$ cat config.mk
export PLATFORM = sky130hd
export DESIGN_NAME = dl_event_logger_flat
export DESIGN_NICKNAME = d
export VERILOG_FILES = /design/src/rtl/dl_event_logger_if.sv /design/src/rtl/dl_event_logger.sv /design/src/flat_wrapper.sv
export SDC_FILE = /design/constraint.sdc
export NUM_CORES = 1
export LEC_CHECK = 0
export BUFFER_PORTS_ARGS = -buffer_cell sky130_fd_sc_hd__buf_2
export CAP_MARGIN = 40
export CORE_MARGIN = 2
export CORE_UTILIZATION = 46
export CTS_CLUSTER_SIZE = 40
export DETAILED_ROUTE_END_ITERATION = 6
export PLACE_DENSITY = 0.68
export SYNTH_ARGS = -nofsm -noshare
export SYNTH_HDL_FRONTEND = slang
export SYNTH_SLANG_ARGS = --single-unit
$ cat constraint.sdc
create_clock -name clock -period 5.95 [get_ports clock]
set_clock_uncertainty 0.1 [all_clocks]
set_input_delay 0.595 -clock clock [delete_from_list [all_inputs] [get_ports clock]]
set_output_delay 0.595 -clock clock [all_outputs]
set_load 0.05 [all_outputs]
$ cat src/rtl/dl_event_logger_if.sv
//------------------------------------------------------------------------------
// Module : dl_event_logger_if
// Brief  : Read-side handshake of the deadlock/timeout event log FIFO.
// Rev    : 1.0
//------------------------------------------------------------------------------
`default_nettype none

interface dl_event_logger_if #(
   parameter int N_PROC = 5,
   parameter int CNT_W  = 16
);
   logic                      rd_en;
   logic                      rd_valid;
   logic [2*N_PROC+CNT_W:0]   rd_data;

   modport master (output rd_en, input rd_valid, input rd_data);
   modport slave  (input rd_en, output rd_valid, output rd_data);
endinterface

`default_nettype wire

$ cat src/rtl/dl_event_logger.sv
//------------------------------------------------------------------------------
// Module : dl_event_logger
// Brief  : Confirms deadlocks, watches for stalls, logs both into a show-ahead FIFO.
// Rev    : 1.0
//------------------------------------------------------------------------------
`default_nettype none

module dl_event_logger #(
   parameter int N_PROC  = 5,
   parameter int DEPTH   = 8,
   parameter int CNT_W   = 16,
   parameter int CONFIRM = 4
) (
   input  wire logic                      clock,
   input  wire logic                      reset,
   input  wire logic                      dl_detect_in,
   input  wire logic [N_PROC-1:0]         dl_vec_in,
   input  wire logic [N_PROC-1:0]         origin_in,
   input  wire logic [N_PROC-1:0]         progress_in,
   input  wire logic [CNT_W-1:0]          timeout_lim,
   dl_event_logger_if.slave               rd,
   output logic [$clog2(DEPTH):0]         count,
   output logic                           overflow,
   output logic                           irq,
   output logic [CNT_W-1:0]               stall_cnt
);

   localparam int c_AW = $clog2(DEPTH);
   localparam int c_EW = 2*N_PROC + 1 + CNT_W;
   localparam int c_CW = (CONFIRM < 2) ? 1 : $clog2(CONFIRM + 1);
   localparam logic [c_CW-1:0] c_CONF_LAST = c_CW'(CONFIRM - 1);
   localparam logic [c_AW:0]   c_FULL      = (c_AW+1)'(DEPTH);

   typedef enum logic [1:0] {
      S_IDLE    = 2'd0,
      S_CONFIRM = 2'd1,
      S_LATCHED = 2'd2
   } state_t;

   state_t             r_state, w_state_nxt;
   logic [c_CW-1:0]    r_conf_cnt, w_conf_nxt;
   logic               w_dl_ev;

   logic [CNT_W-1:0]   r_ts;
   logic [CNT_W-1:0]   r_stall, w_stall_nxt;
   logic               r_to_fired;
   logic               r_to_pend;
   logic               w_any_prog;
   logic               w_to_ev;

   logic [c_EW-1:0]    r_mem [DEPTH];
   logic [c_AW-1:0]    r_wptr, r_rptr;
   logic [c_AW:0]      r_count;
   logic               r_overflow;
   logic               w_wr, w_full, w_pop, w_push;
   logic [c_EW-1:0]    w_entry;

   // Detect FSM: the CONFIRM-th consecutive high cycle is the event cycle.
   always_comb begin
      w_state_nxt = r_state;
      w_conf_nxt  = r_conf_cnt;
      w_dl_ev     = 1'b0;
      case (r_state)
         S_IDLE: begin
            if (dl_detect_in) begin
               if (CONFIRM == 1) begin
                  w_dl_ev     = 1'b1;
                  w_state_nxt = S_LATCHED;
               end else begin
                  w_state_nxt = S_CONFIRM;
                  w_conf_nxt  = c_CW'(1);
               end
            end
         end
         S_CONFIRM: begin
            if (!dl_detect_in) begin
               w_state_nxt = S_IDLE;
               w_conf_nxt  = '0;
            end else if (r_conf_cnt == c_CONF_LAST) begin
               w_dl_ev     = 1'b1;
               w_state_nxt = S_LATCHED;
               w_conf_nxt  = '0;
            end else begin
               w_conf_nxt  = r_conf_cnt + c_CW'(1);
            end
         end
         S_LATCHED: begin
            if (!dl_detect_in) w_state_nxt = S_IDLE;
         end
         default: w_state_nxt = S_IDLE;
      endcase
   end

   always_ff @(posedge clock) begin
      if (!reset) begin
         r_state    <= S_IDLE;
         r_conf_cnt <= '0;
      end else begin
         r_state    <= w_state_nxt;
         r_conf_cnt <= w_conf_nxt;
      end
   end

   // Watchdog: the fired flag limits each stall episode to one timeout event.
   always_comb begin
      w_any_prog  = |progress_in;
      w_stall_nxt = r_stall;
      if (w_any_prog)                w_stall_nxt = '0;
      else if (r_stall < timeout_lim) w_stall_nxt = r_stall + CNT_W'(1);
      w_to_ev = (timeout_lim != '0) && (r_stall == timeout_lim) && !r_to_fired;
   end

   always_comb begin
      w_wr    = w_dl_ev | r_to_pend | w_to_ev;
      w_entry = w_dl_ev ? {1'b0, origin_in, dl_vec_in, r_ts}
                        : {1'b1, {N_PROC{1'b0}}, dl_vec_in, r_ts};
      w_full  = (r_count == c_FULL);
      w_pop   = rd.rd_en && (r_count != '0);
      w_push  = w_wr && (!w_full || w_pop);
   end

   always_ff @(posedge clock) begin
      if (!reset) begin
         r_ts       <= '0;
         r_stall    <= '0;
         r_to_fired <= 1'b0;
         r_to_pend  <= 1'b0;
         r_wptr     <= '0;
         r_rptr     <= '0;
         r_count    <= '0;
         r_overflow <= 1'b0;
      end else begin
         r_ts    <= r_ts + CNT_W'(1);
         r_stall <= w_stall_nxt;
         if (w_any_prog)   r_to_fired <= 1'b0;
         else if (w_to_ev) r_to_fired <= 1'b1;
         // A timeout colliding with a deadlock is deferred by one cycle.
         r_to_pend <= w_dl_ev && (w_to_ev || r_to_pend);
         if (w_push) r_wptr <= r_wptr + c_AW'(1);
         if (w_pop)  r_rptr <= r_rptr + c_AW'(1);
         if (w_push && !w_pop)      r_count <= r_count + (c_AW+1)'(1);
         else if (w_pop && !w_push) r_count <= r_count - (c_AW+1)'(1);
         if (w_wr && w_full && !w_pop) r_overflow <= 1'b1;
      end
   end

   always_ff @(posedge clock) begin
      if (w_push) r_mem[r_wptr] <= w_entry;
   end

   assign rd.rd_valid = (r_count != '0);
   assign rd.rd_data  = (r_count != '0) ? r_mem[r_rptr] : '0;
   assign count       = r_count;
   assign overflow    = r_overflow;
   assign irq         = (r_count != '0);
   assign stall_cnt   = r_stall;

endmodule

`default_nettype wire

$ cat src/flat_wrapper.sv
// flat-port wrapper written by rule: the top's interface ports become plain ports
module dl_event_logger_flat 
#(
   parameter int N_PROC  = 5,
   parameter int DEPTH   = 8,
   parameter int CNT_W   = 16,
   parameter int CONFIRM = 4
)
  (clock, reset, dl_detect_in, dl_vec_in, origin_in, progress_in, timeout_lim, count, overflow, irq, stall_cnt, rd_rd_en, rd_rd_valid, rd_rd_data);
  dl_event_logger_if #(.N_PROC(N_PROC), .CNT_W(CNT_W)) rd_i ();
  input  wire logic clock;
  input  wire logic reset;
  input  wire logic dl_detect_in;
  input  wire logic [N_PROC-1:0] dl_vec_in;
  input  wire logic [N_PROC-1:0] origin_in;
  input  wire logic [N_PROC-1:0] progress_in;
  input  wire logic [CNT_W-1:0] timeout_lim;
  output logic [$clog2(DEPTH):0] count;
  output logic overflow;
  output logic irq;
  output logic [CNT_W-1:0] stall_cnt;
  input wire logic [$bits(rd_i.rd_en)-1:0] rd_rd_en;
  output wire logic [$bits(rd_i.rd_valid)-1:0] rd_rd_valid;
  output wire logic [$bits(rd_i.rd_data)-1:0] rd_rd_data;
  assign rd_i.rd_en = rd_rd_en;
  assign rd_rd_valid = rd_i.rd_valid;
  assign rd_rd_data = rd_i.rd_data;
  dl_event_logger #(.N_PROC(N_PROC), .DEPTH(DEPTH), .CNT_W(CNT_W), .CONFIRM(CONFIRM)) u_core (.clock(clock), .reset(reset), .dl_detect_in(dl_detect_in), .dl_vec_in(dl_vec_in), .origin_in(origin_in), .progress_in(progress_in), .timeout_lim(timeout_lim), .rd(rd_i), .count(count), .overflow(overflow), .irq(irq), .stall_cnt(stall_cnt));
endmodule
==> metrics.txt, run 1 <==
status finished clean; hold slack 233 ps; Rows 56; Tcrit/Tclk final 0.616; die width between 150 and 200 um; diode count 0; Num Clock Sinks 269; largest net degree at the start of global routing 55; relative slew slack 0.466; PwrDens 374 nW/um^2; Avg Synthesized Cell Area 16.3 sq um; Worst-path clk slew 70 ps; Crit Reg-Reg Startpoint u_core.stall_cnt[12]$_SDFFE_PP0N_; critical path's top delay family compound AO/OA/AOI/OAI gates; final wirelength 21800 um; Crit path buffers/inverters 1; Vias around 6k; GRT Resource Usage Total 0.173; unrepaired setup endpoints after global routing no; fraction of layout cells with a size suffix above 1 0.264; register bit total from synthesis 269; Switching Power 0.00145 W; nets 838; H-tree depth 1; hold_sp dl_vec_in[4]; TritonCTS Buffers 27; Area Overhead vs Synth 16.1%; clk buf depth 3; Synth Instances 679; Top Ports 85; first-pass GRT wire length 34600 um; syn_nets 739; Critical Path Start u_core.stall_cnt[12]$_SDFFE_PP0N_; Min-Delay Path Class in -> reg; top post-synthesis cells by area edfxtp_1 59%, mux4_2 11%, dfxtp_1 9.6%, mux2i_1 2.9%, ha_1 2.7%; DP HPWL 12600 um; Max stage delay cell, worst path nor4_2; min Tclk post-route 3670 ps; Int Pwr 0.00335 W; post-CTS setup buffer count 0; final hold vios 0; Leak Pwr approximately 4.5 nW; CP Class reg -> reg; Wirelength per Cell around 19 um; Ys Warns 0; power share of the clock group 0.348; total die area 25300 sq um; FILL cells 1880; DRT antenna net count 0; Post-Syn Area 11000 sq um; VDD IR max 0.000330 V; post-synthesis cell type count 46; cts hold-fix bufs 0; clock root buffer clkbuf_16; FMAX 0.273 GHz; Max-Cap Viols 0; first drt pass iteration count 4; Slew Viols, Final 0; number of global-route vias before repair 6415; CP peak stage delay 420 ps; Fin Setup TNS 0 ps; total grt overflow 0; switching share of power 0.302; CP arrival 4010 ps; placer congestion estimate 0.827; final setup fails 0; initial antenna violation count 0; port bufs 84; startpoint types flop; initial drt markers 457; CP endpoint kind flop; Die Ht 159 um; CTS resizes 0; core area 23500 sq um; register area share after synthesis 0.683; most used cell, CP ha_1; TritonCTS clock tree yes; Residual DRC 0; CP max FO 6; Logic pwr share 0.216; worst-margin pin slew roughly 800 ps; drt via density 5.47; Starting Density 0.469; power share of the sequential group 0.436; CP Cell Sequence ha_1 > nand4_1 > nor4_2 > a31oi_1 > a21oi_4 > ha_1 > inv_1 > ha_1 > a21o_1 > a21oi_1 > xnor2_1 > or3_1 > a21boi_0; WP data required 6290 ps; Yosys top cell area share 0.587; worst skew pair latency 540 ps; post-synth top area cell edfxtp_1
per-layer routing:
layer  routed length (um)  part of all wire  global-route usage  vias up
li1                     -                 -                   -     2829
met2                10800              0.49               0.296      161
met1                 9480              0.43               0.237     3096
met5                    0                 0                   0        -
met4                  438             0.020              0.0446        0
met3                 1120             0.051              0.0232       34
synth_stat cells, drive strengths merged:
library cell	number
a21oi	22
nor2	43
and2	22
edfxtp	216
nand4	9
ha	24
nand3	18
inv	25
mux4	54
a21o	2
a211oi	2
nor3b	5
or3	14
o311a	1
and4	1
dfxtp	53
nor3	5
and3b	1
nand3b	1
xnor2	16
clkbuf	16
nand2	24
mux2i	32
buf	10
a31oi	2
o31ai	1
xor2	4
fa	1
nand2b	5
a21boi	6
nor2b	6
o21ai	23
and3	5
nor4	9
or4	1
worst reg2reg max path: stages, from the launching register on:
cell,delay [ps]
dfxtp_1,390
ha_1,340
nand4_1,140
nor4_2,420
a31oi_1,260
a21oi_4,300
ha_1,250
inv_1,100
ha_1,300
a21o_1,190
a21oi_1,190
xnor2_1,100
or3_1,310
a21boi_0,200
kinds of logic after synthesis:
| family | after synthesis | synth area share |
|---|---|---|
| AND/OR/NAND/NOR | 169 | 0.0834 |
| multiplexers | 86 | 0.139 |
| XOR/XNOR | 20 | 0.0159 |
| AO/OA/AOI/OAI | 59 | 0.0309 |
| buffers and inverters | 51 | 0.0185 |
| flip-flops | 269 | 0.683 |
| adder cells (fa/ha/maj) | 25 | 0.0290 |
final cells by class:
class | count | area [sq um] | area share
repair buffers | 96 | 551 | 0.0429
clock buffers | 38 | 800 | 0.0624
clock inverters | 12 | 91.3 | 0.00712
inverters | 25 | 93.8 | 0.00732
multi-input cells | 359 | 3330 | 0.260
flip-flops and latches | 269 | 7550 | 0.589
well taps | 319 | 399 | 0.0311
registers in the layout, indices dropped and copies added (netlist names), named ones only:
name and cells:
u_core.count 4, u_core.overflow 1, u_core.r_conf_cnt 3, u_core.r_mem 216, u_core.r_rptr 3, u_core.r_state 2, u_core.r_to_fired 1, u_core.r_to_pend 1
u_core.r_ts 16, u_core.r_wptr 3, u_core.stall_cnt 16
metrics by stage:
stage	total power (W)	instances	setup WS [ps]	utilization	instance area (sq um)
after floorplan	0.00293	679	1410	-	11000
after global placement	0.00315	1066	2230	0.504	11900
after detailed placement	0.00319	1068	1990	0.507	11900
after CTS	0.00484	1118	2280	0.545	12800
after global routing	0.00497	1118	2080	0.545	12800
final	0.00480	1118	2280	0.545	12800
power by group through the flow:
stage          combinational, W  sequential (W)  clock [W]
3_3_place_gp           0.000990         0.00216          0
2_1_floorplan          0.000816         0.00212          0
4_1_cts                 0.00106         0.00209    0.00170
3_5_place_dp            0.00106         0.00213          0
5_1_grt                 0.00110         0.00210    0.00176
6_report                0.00104         0.00209    0.00167
placed cells by master (no fill, tap or decap), types with 10 or more instances in the layout:
cell type and count:
clkbuf_16 29, and2_1 22, dfxtp_1 50, mux4_2 54, buf_2 84, o21ai_0 21, xnor2_1 16, nor2_1 41
inv_1 25, or3_1 14, edfxtp_1 216, nand3_1 18, ha_1 24, mux2i_1 32, a21oi_1 21, nand2_1 23
buf_4 10
worst paths after layout:
check / endpoint / cells after the start / slack (ps)
worst max register to register: u_core.count[3]$_SDFFE_PN0P_ / 13 / 2280
worst min-delay path: u_core.r_mem[0][20]$_DFFE_PP_ / 1 / 230
worst min register to register: u_core.r_conf_cnt[2]$_SDFFE_PN0P_ / 1 / 390
worst max-delay path: u_core.count[3]$_SDFFE_PN0P_ / 13 / 2280
Power figures use the tool's default switching activity.
==> run 2, diff against run 1 <==
--- a/config.mk
+++ b/config.mk
@@ -11,7 +11,7 @@
 export CORE_UTILIZATION = 46
 export CTS_CLUSTER_SIZE = 40
 export DETAILED_ROUTE_END_ITERATION = 6
-export PLACE_DENSITY = 0.68
+export PLACE_DENSITY = 0.7
 export SYNTH_ARGS = -nofsm -noshare
 export SYNTH_HDL_FRONTEND = slang
 export SYNTH_SLANG_ARGS = --single-unit
==> constraint.sdc (replaced) <==
create_clock -name clock -period 3.2 [get_ports clock]
set_clock_uncertainty 0.1 [all_clocks]
set_input_delay 0.32 -clock clock [delete_from_list [all_inputs] [get_ports clock]]
set_output_delay 0.32 -clock clock [all_outputs]
set_load 0.05 [all_outputs]
==> run 2 against run 1 <==
  * Sequential share of layout area decreased by 1.2 points
  * Fmax is 22% higher
  * Final cell count increased by 2.0%
  * First-iteration DRC count fell by 9.8%
  * Sequential cell count unchanged
  * Highest routed layer unchanged
  * Clock power rose by 74%
  * Critical path type unchanged
  * Count of clock-buffer cells in the layout increased by 7
  * Worst setup slack got worse by 2100 ps
==> metrics.txt, run 2 (synthesis results as in run 1) <==
initial antenna violation count 0 (unchanged); Biggest register u_core.r_mem; power share of the sequential group 0.443 (+0.007); die width 159 um (unchanged); placer congestion estimate 0.844 (+2.0%); CP max FO 6 (unchanged); final setup fails 0 (unchanged); Area Overhead vs Synth 18.8%; VDD IR max 0.000556 V (+69%); total die area 25300 sq um (unchanged); H-tree depth 1 (unchanged); worst-margin pin slew 853 ps (+52.4 ps); Min-Delay Path Class in -> reg; worst skew pair latency 540 ps (about the same); Fin Setup TNS 0 ps (unchanged); clk buf depth 3 (unchanged); Critical Path Start u_core.stall_cnt[9]$_SDFFE_PP0N_; Worst Setup EP u_core.count[3]$_SDFFE_PN0P_; Top Ports 85 (unchanged); Tcrit/Tclk final 0.942 (+0.326); max reg flops 216 (unchanged); startpoint types flop; fraction of layout cells with a size suffix above 1 0.286 (+0.0222); WP data required 3550 ps (-2740 ps); core area 23500 sq um (unchanged); relative slew slack 0.432 (-0.0350); GRT Resource Usage Total 0.172 (-0.000840); Logic pwr share 0.226 (+0.010); Starting Density 0.469 (unchanged); Residual DRC 0 (unchanged); port bufs 84 (unchanged); Num Clock Sinks 269 (unchanged); Leak Pwr 4.60 nW (+2.6%); Rows 56 (unchanged); Int Pwr 0.00615 W (+84%); post-route cell area 13100 sq um (+2.3%); first drt pass iteration count 4 (unchanged); Crit Reg-Reg Startpoint u_core.stall_cnt[9]$_SDFFE_PP0N_; FMAX 0.332 GHz (+22%); largest net degree at the start of global routing 37 (-33%); R2R Setup Slk 180 ps (-2100 ps); total grt overflow 0 (unchanged); Slew Viols, Final 0 (unchanged); final hold vios 0 (unchanged); Switching Power 0.00263 W (+81%); FILL cells 1838 (-2.2%); Max-Cap Viols 0 (unchanged); final wirelength 21700 um (-0.28%); min Tclk post-route 3020 ps (-652 ps); setup ws final 184 ps (-2100 ps); TritonCTS Buffers 27 (unchanged); switching share of power 0.300 (-0.00263); power share of the clock group 0.332 (-0.016); commonest cells after routing, fill and taps aside 216 x edfxtp_1, 84 x buf_2, 54 x mux4_2, 41 x nor2_1, 37 x dfxtp_1; initial drt markers 412 (-9.8%); Worst-path clk slew 60 ps (about the same); CP arrival 3370 ps (-640 ps); DRT antenna net count 0 (unchanged); clock root buffer clkbuf_16; worst-case reg-to-reg path depth 13 (unchanged); DP HPWL 13400 um (+6.1%); nets 860 (+2.6%); TritonCTS clock tree yes; Wirelength per Cell 19.1 um (-2.2%); commonest non-fill, non-tap cell in the layout edfxtp_1; Vias 6100 (-0.33%); hold slack 48.4 ps (-184 ps); Setup WS pre-CTS -217 ps (-2210 ps); diode count 0 (unchanged); first-pass GRT wire length 34500 um (-0.18%); reg2reg end u_core.count[3]$_SDFFE_PN0P_; CP endpoint kind flop; status finished clean; CP Class reg -> reg; drt via density 5.35 (-2.3%); number of global-route vias before repair 6391 (-0.37%); PwrDens 669 nW/um^2 (+79%); area post-placement 12100 sq um (+1.7%); Die Ht 159 um (unchanged)
==> run 2: how the worst min path moves through the flow <==
stage	cells past startpoint	from	endpoint	slack, ps
after CTS	3	rd_rd_en	flop	40
after global placement	1	u_core.r_conf_cnt[2]$_SDFFE_PN0P_	u_core.r_conf_cnt[2]$_SDFFE_PN0P_	350
after global routing	3	rd_rd_en	flop	50
final	3	rd_rd_en	flop	50
after detailed placement	2	u_core.r_to_fired$_SDFFE_PP0P_	u_core.r_to_fired$_SDFFE_PP0P_	360
after floorplan	0	dl_vec_in[0]	u_core.r_mem[0][16]$_DFFE_PP_	320
==> run 2: final cells by class <==
type                    instances  area (sq um)  share of cell area
flip-flops and latches        269          7570               0.577
multi-input cells             359          3420               0.261
repair buffers                118           803              0.0612
clock buffers                  45           763              0.0582
well taps                     319           399              0.0304
inverters                      25          93.8             0.00715
clock inverters                 5          62.6             0.00477
==> run 2: power groups by stage <==
stage          logic (W)  registers, W  clock network (W)
6_report         0.00198       0.00389            0.00291
5_1_grt          0.00211       0.00390            0.00312
3_3_place_gp     0.00195       0.00396                  0
2_1_floorplan    0.00154       0.00393                  0
3_5_place_dp     0.00198       0.00396                  0
4_1_cts          0.00200       0.00389            0.00298
==> run 2: per-stage QoR <==
step,utilization,cells,power [W]
finish,0.557,1140,0.00878
global route,0.557,1140,0.00912
CTS,0.555,1138,0.00886
detailed placement,0.515,1080,0.00594
global placement,0.515,1080,0.00591
floorplan,-,679,0.00548
==> run 2: repair_timing <==
item	in CTS	in global routing
endpoints found under the setup margin	1	1
buffers inserted	2	2
hold endpoints to repair	41	0
cloned	0	0
gates resized for setup	3	8
pin swaps	2	7
hold buffers	6	0
==> run 2: critical path: stages, from the launching register on <==
cell and delay [ps]:
dfxtp_2 350, ha_4 270, nand4_1 160, nor4_4 380
a31oi_4 160, a21oi_4 180, ha_4 160, inv_2 50
ha_1 260, a21o_1 190, a21oi_2 170, xnor2_2 80
or3_1 300, a21boi_1 120
==> run 2: per-layer routing <==
metal,GRT usage,vias up,share of wire
met5,0,-,0
met4,0.0401,0,0.018
met3,0.0284,34,0.047
met2,0.304,153,0.52
met1,0.225,3046,0.42
li1,-,2867,-
